<file path="src/rtl/dm_port_arbiter.sv">
// Shares the single-port synchronous-read data RAM between the MEM load/store port and the
// debug read port: MEM has priority, a streak counter bounds how long debug can be starved.
module dm_port_arbiter #(
    parameter int STARVE_LIMIT = 4
) (
    input  logic        clk,
    input  logic        reset,
    input  logic        mem_req,
    input  logic [3:0]  mem_wen,
    input  logic [31:0] mem_addr,
    input  logic [31:0] mem_wdata,
    output logic        mem_ack,
    output logic [31:0] mem_rdata,
    input  logic        dbg_req,
    input  logic [31:0] dbg_addr,
    output logic        dbg_ack,
    output logic [31:0] dbg_rdata,
    output logic [31:0] ram_addr,
    output logic [3:0]  ram_wen,
    output logic [31:0] ram_wdata,
    input  logic [31:0] ram_rdata
);
    localparam int SW = $clog2(STARVE_LIMIT + 1);
    localparam logic [SW-1:0] LIMIT = SW'(STARVE_LIMIT);

    typedef enum logic [1:0] {
        IDLE   = 2'd0,
        RESP_M = 2'd1,
        RESP_D = 2'd2
    } state_t;

    state_t        state, state_next;
    logic [SW-1:0] streak, streak_next;
    logic [31:0]   mem_rdata_q, dbg_rdata_q;
    logic          mem_win, dbg_win;

    // Grants exist only in IDLE; debug overrides MEM once MEM has used up its streak
    always_comb begin
        mem_win = 1'b0;
        dbg_win = 1'b0;
        if (state == IDLE) begin
            dbg_win = dbg_req && (!mem_req || (streak == LIMIT));
            mem_win = mem_req && !dbg_win;
        end
    end

    always_comb begin
        state_next  = state;
        streak_next = streak;
        ram_addr    = mem_addr;
        ram_wen     = 4'b0000;
        mem_ack     = 1'b0;
        dbg_ack     = 1'b0;

        case (state)
            IDLE: begin
                if (dbg_win) begin
                    ram_addr   = dbg_addr;
                    state_next = RESP_D;
                end else if (mem_win) begin
                    ram_wen = mem_wen;
                    if (mem_wen != 4'b0000) begin
                        mem_ack = 1'b1;
                    end else begin
                        state_next = RESP_M;
                    end
                end
            end
            RESP_M: begin
                mem_ack    = 1'b1;
                state_next = IDLE;
            end
            RESP_D: begin
                dbg_ack    = 1'b1;
                state_next = IDLE;
            end
            default: state_next = IDLE;
        endcase

        if (!dbg_req || dbg_win) begin
            streak_next = '0;
        end else if (mem_win && (streak != LIMIT)) begin
            streak_next = streak + SW'(1);
        end

        // Reset kills any ack or write still being presented this cycle
        if (reset) begin
            ram_wen = 4'b0000;
            mem_ack = 1'b0;
            dbg_ack = 1'b0;
        end
    end

    always_ff @(posedge clk) begin
        if (reset) begin
            state       <= IDLE;
            streak      <= '0;
            mem_rdata_q <= '0;
            dbg_rdata_q <= '0;
        end else begin
            state  <= state_next;
            streak <= streak_next;
            if (state == RESP_M) begin
                mem_rdata_q <= ram_rdata;
            end
            if (state == RESP_D) begin
                dbg_rdata_q <= ram_rdata;
            end
        end
    end

    // Read data is forwarded straight from the RAM in the ack cycle, then held
    assign mem_rdata = ((state == RESP_M) && !reset) ? ram_rdata : mem_rdata_q;
    assign dbg_rdata = ((state == RESP_D) && !reset) ? ram_rdata : dbg_rdata_q;
    assign ram_wdata = mem_wdata;

endmodule

</file>
<file path="config.mk">
export PLATFORM = sky130hd
export DESIGN_NAME = dm_port_arbiter
export DESIGN_NICKNAME = d
export VERILOG_FILES = /design/src/rtl/dm_port_arbiter.sv
export SDC_FILE = /design/constraint.sdc
export NUM_CORES = 1
export LEC_CHECK = 0
export CAP_MARGIN = 10
export CORE_ASPECT_RATIO = 1.5
export CORE_MARGIN = 8
export CORE_UTILIZATION = 25
export CTS_CLUSTER_SIZE = 14
export DETAILED_ROUTE_END_ITERATION = 10
export PLACE_DENSITY_LB_ADDON = 0.08
export SLEW_MARGIN = 30
export SYNTH_ARGS = -nofsm -noshare
export SYNTH_HDL_FRONTEND = slang
export SYNTH_SLANG_ARGS = --single-unit
</file>
<file path="constraint.sdc">
create_clock -name clk -period 2.15 [get_ports clk]
set_input_delay 0.3225 -clock clk [delete_from_list [all_inputs] [get_ports clk]]
set_output_delay 0.3225 -clock clk [all_outputs]
set_load 0.005 [all_outputs]
</file>
Word-level counts from Yosys, hierarchy flattened
Cells that the tools add are included.
- flip-flop bits (word level): 69
- bits in latches: 0
- bits in writable memories: 0
- ROM bits: 0
- output and inout bits: 134
- logic and storage cells: 52
- memories kept: 0
- add/subtract/negate cells: 1
- multiply operators: 0
- div/mod/pow operators: 0
- $lt $le $gt $ge: 0
- equality and inequality tests: 5
- shift operators: 0
- muxes and demuxes: 20
- bitwise gates (word level): 2
- reduce and logical (&&, ||, !) cells: 19
- operators with widths (cell ; count):
    2-to-1 mux 32 bit ; 4
    2-to-1 mux 4 bit ; 4
    2-to-1 mux 1 bit ; 8
    2-to-1 mux 2 bit ; 3
    logical AND 1 bit ; 5
    zero test 1 bit ; 4
    AND reduction 2 bit ; 2
    nonzero test 4 bit ; 1
    OR reduction 2 bit ; 2
    adder 3 x 1 -> 3 bit (second input constant) ; 1
    == test 3 bit (second input constant) ; 1
    != test 3 bit (second input constant) ; 1
    OR reduction 3 bit ; 1
    == test 2 x 1 -> 1 bit (second input constant) ; 1
    == test 2 bit (second input constant) ; 1
    zero test 2 bit ; 1
    logical OR 1 bit ; 2
    != test 2 bit (second input constant) ; 1
    NOT 1 bit ; 2
    case mux 1 bit (2 select lines) ; 1
    nonzero test 2 bit ; 1

Depth between registers and ports, before layout
- word-level depth: 10
- mapped depth: 6
- mapped depth without buffers: 5

Worst setup path after synthesis
No wires, ideal clock.
- path type: flip-flop to output port
- start: reg streak[0]
- end: out ram_addr[0]
- data arrival time: 1829 ps
- required time: 1827 ps
- path slack: -2 ps
- stages on the path, launching flop included: 7
- path through: dfxtp_1 > inv_1 > ha_1 > nand2_2 > a2111oi_4 > buf_6 > mux2_2
- longest elaborated chain between the ends: 6
- ends and longest elaborated chain (what ; RTL line ; source):
    start: declaration ; 33 ; logic [SW-1:0] streak, streak_next;
    start signal: assignment ; 102 ; streak <= streak_next;
    == test 3 bit ; 42 ; dbg_win = dbg_req && (!mem_req || (streak == LIMIT));
    logical OR 1 bit ; 42 ;
    logical AND 1 bit ; 42 ;
    2-to-1 mux 1 bit ; 41 ; if (state == IDLE) begin
    2-to-1 mux 32 bit ; 57 ; if (dbg_win) begin
    2-to-1 mux 32 bit ; 55 ; case (state)
    end: declaration ; 18 ; output logic [31:0] ram_addr,
No other way between the ends.

Final worst setup path
- start: reg streak[0]
- end: out ram_addr[12]
Same word-level chain as after synthesis.

==> metrics <==
Pre-antenna DRT Iters=4; placed insts=just over 700; post-layout util=0.5376; clock transition at the register clock pins on the worst setup and hold paths after CTS=0.05 ns; Clock H-tree levels=3; Num CTS Buffers=9; static leakage=approximately 3.5 nW; # IOs=270; Clock Skew=0.008913 ns; Max-slew headroom=0.5876; per-instance average area after synthesis=11.41 um2; Hold Crit Depth=1; antenna violation net count after detailed routing=0; maximum number of pins on one net before global-route repair=19; sort of element at the start of the critical path=register; fill cell count=about 1300; Die Span X=115.1 um; setup slack on the worst flop-to-flop path=about 0.32 ns; minimum clock period=around 2.4 ns; RR Endpoint=mem_rdata_q[24]$_SDFFE_PP0N_; cell with the largest stage delay on the worst path=a2111oi_4; routability congestion estimate from global placement=0.7455; Period Utilization, post-route=1.134; clock insertion delay at the later pin of the skew report=roughly 0.33 ns; slack of the critical path=-0.2878 ns; syn_nets=roughly 460; Critical Path RT=about 1.8 ns; share of synthesized area occupied by flip-flops and latches=0.3747; Worst Reg2Reg Path Length in Cells=10; end of the worst hold path=mem_rdata_q[7]$_SDFFE_PP0N_; clock tree from TritonCTS=built; Slew Limit Fails=0; overall routed net length=about 16000 um; ratio of routed vias to standard cells=4.595; die boundary height=164.7 um; cells along the critical path=inv_2 -> ha_4 -> nand2_4 -> a2111oi_4 -> buf_4 -> buf_16 -> buf_6 -> mux2_4 -> buf_6; type of the worst setup path=reg -> out; initial antenna violation count=1; area taken by flip-flops and latches=around 1400 um2; arrival time at the worst endpoint=between 2 and 2.5 ns; synth warn=0; Worst Setup Slack post-DPL=-0.5486 ns; capturing element type of the critical path=primary output; startpoint of the lowest-slack hold path=mem_rdata_q[7]$_SDFFE_PP0N_; f_max=a little over 0.4 GHz; violated checks=setup timing; sinks on the clock net=between 60 and 70; vias post-DR=about 3700; final number of hold-violating endpoints=0; most frequent cell on the critical path=buf_6; critical register-to-register path startpoint=state[0]$_SDFFE_PP0P_; count of maximum capacitance violations=0; non-filler instance count after layout=810; Total GRT Usage=0.1653; vias in the first global route=between 4000 and 5000; Site Rows=54; Hold Buf Count CTS=0; first-iteration detailed-routing DRC count=approximately 100; cell family contributing the most delay on the critical path=buffers and inverters; transition time of the tightest slew-check pin=roughly 0.62 ns; buffers plus inverters on the worst setup path=5; Synth cell types=29; area growth from synthesis to layout=110.9%; power per cell area=470.4 nW/um2; DRC violations left=0; largest fanout on the critical path=5; post-synth design cell area=between 3000 and 4000 um2; mean routed wirelength per cell=19.71 um; number of endpoints failing setup at the final stage=63; total of buffers placed on input and output ports=a little over 200; DP Wirelength=about 11000 um; FF+latch count, synth=between 60 and 70; area taken by multi-input logic gates=2312 um2; Cells after Synth=323; total die area=18970 um2; class of the most critical hold timing path=reg -> reg; nets@finish=745; fraction of layout instances using a drive strength above 1=0.5948; result of the run=complete, but fails checks; maximum cell stage delay along the critical path=~0.33 ns; worst-case clock buffer depth=2; Core ar.=around 14000 um2; GR Overflow Total=0; Root Buffer=clkbuf_16; unrepaired setup endpoints after global routing=true; maximum ir drop on the vdd rail=about 0.00031 V; starting utilization of the core area=0.2549; first-pass GRT wire length=around 24000 um
## cell families after synthesis
kind of cell,synth area share
AOI/OAI and AO/OA,0.1721
muxes,0.2994
and+or+nand+nor,0.04074
buffers and inverters,0.1062
DFF,0.3747
adders and majority gates,0.006788
## worst max-delay path by stage
stage	from	endpoint	slack, ns	cells past startpoint
floorplan	streak[0]$_SDFFE_PP0P_	ram_addr[0]	0.05	6
global placement	dbg_req	ram_addr[22]	-0.54	6
detailed placement	dbg_req	ram_addr[10]	-0.55	6
CTS	streak[1]$_SDFFE_PP0P_	ram_addr[29]	-0.37	10
global route	streak[0]$_SDFFE_PP0P_	ram_addr[30]	-0.38	9
finish	streak[0]$_SDFFE_PP0P_	ram_addr[12]	-0.29	9
## area by class of cell
| type | instances | share of cell area |
|---|---|---|
| Timing Repair Buffer | 330 | 0.4512 |
| Antenna cell | 2 | 0.0006438 |
| Multi-Input combinational cell | 192 | 0.2974 |
| Clock buffer | 11 | 0.02994 |
| Clock inverter | 5 | 0.007887 |
| Tap cell | 196 | 0.03155 |
| Inverter | 5 | 0.002736 |
| Sequential cell | 69 | 0.1787 |
## worst register-to-register path, cell delays in order (launching register included)
cell       delay [ns]
dfxtp_2          0.32
buf_6            0.12
inv_4            0.06
nor3_4           0.04
buf_6            0.14
buf_12           0.12
buf_12           0.14
buf_4            0.14
bufbuf_16        0.28
buf_4            0.15
a22o_1           0.22
## sequential cells by signal (all words and copies together) (netlist names)
| register | cells |
|---|---|
| mem_rdata_q | 32 |
| dbg_rdata_q | 32 |
| state | 2 |
| streak | 3 |
## report_power, final
part	switching, mW	internal (mW)	total [mW]
Combinational	0.281	0.593	0.875
Sequential	0.0146	1.31	1.32
Clock	0.560	0.902	1.46
## Yosys cell counts
cell,number,area share
a2111oi_4,1,0.0075
a211oi_1,2,0.0041
a21oi_1,3,0.0041
a22o_1,64,0.15
a31oi_1,1,0.0017
and2_1,4,0.0068
and2_2,1,0.0020
and4b_2,1,0.0031
buf_2,13,0.018
buf_4,32,0.065
buf_6,3,0.0092
clkbuf_1,9,0.0092
dfxtp_1,69,0.37
ha_1,2,0.0068
inv_1,5,0.0051
mux2_2,90,0.27
mux2_4,6,0.024
nand2_2,1,0.0017
nand2b_1,1,0.0017
nand3_1,3,0.0041
nor2b_1,1,0.0017
nor3_1,2,0.0027
nor3_4,1,0.0044
nor3b_1,2,0.0041
nor4_1,1,0.0017
nor4b_1,1,0.0024
o21ai_0,2,0.0027
or3b_2,1,0.0024
or4_1,1,0.0020
## layout by cell type (no fill, tap or decap), types with 2 or more instances in the layout
cell type,synthesis,routed
clkdlybuf4s50_1,0,101
clkbuf_2,0,7
buf_4,32,55
buf_12,0,12
inv_2,0,3
buf_2,13,9
nand3_1,3,2
and2_4,0,3
dfxtp_2,0,3
a22o_1,64,64
a211oi_1,2,2
buf_16,0,4
buf_6,3,129
buf_8,0,10
dfxtp_1,69,65
clkbuf_1,9,2
o21ai_0,2,2
a21oi_4,0,2
mux2_2,90,10
clkbuf_16,0,9
mux2_4,6,86
clkinv_4,0,3
dlygate4sd2_1,0,2
diode_2,0,2
nor3b_2,0,2
nor3_4,1,2
## timing repair
item / CTS / global route
cloned: 7 / 0
pin swaps: 8 / 7
endpoints found under the setup margin: 102 / 102
setup buffers: 70 / 25
gates resized for setup: 580 / 104
## stage by stage
stage	TNS [ns]	area [um2]	total power, mW	hold WS, ns
6_report	-9.035	7774	3.657	0.4683
5_1_grt	-15.29	7771	3.813	0.4851
3_5_place_dp	-43.03	6053	2.034	0.4502
4_1_cts	-13.57	7502	3.656	0.4714
2_1_floorplan	0	3686	1.599	0.4383
3_3_place_gp	-44.92	5998	2.016	0.4528
## metal layers
metal | part of all wire | GRT usage
met5 | 0 | 0
met4 | 0.011 | 0.05579
met3 | 0.088 | 0.06808
met2 | 0.55 | 0.3110
met1 | 0.35 | 0.1568
No activity file was read; power rests on OpenSTA's default activity.
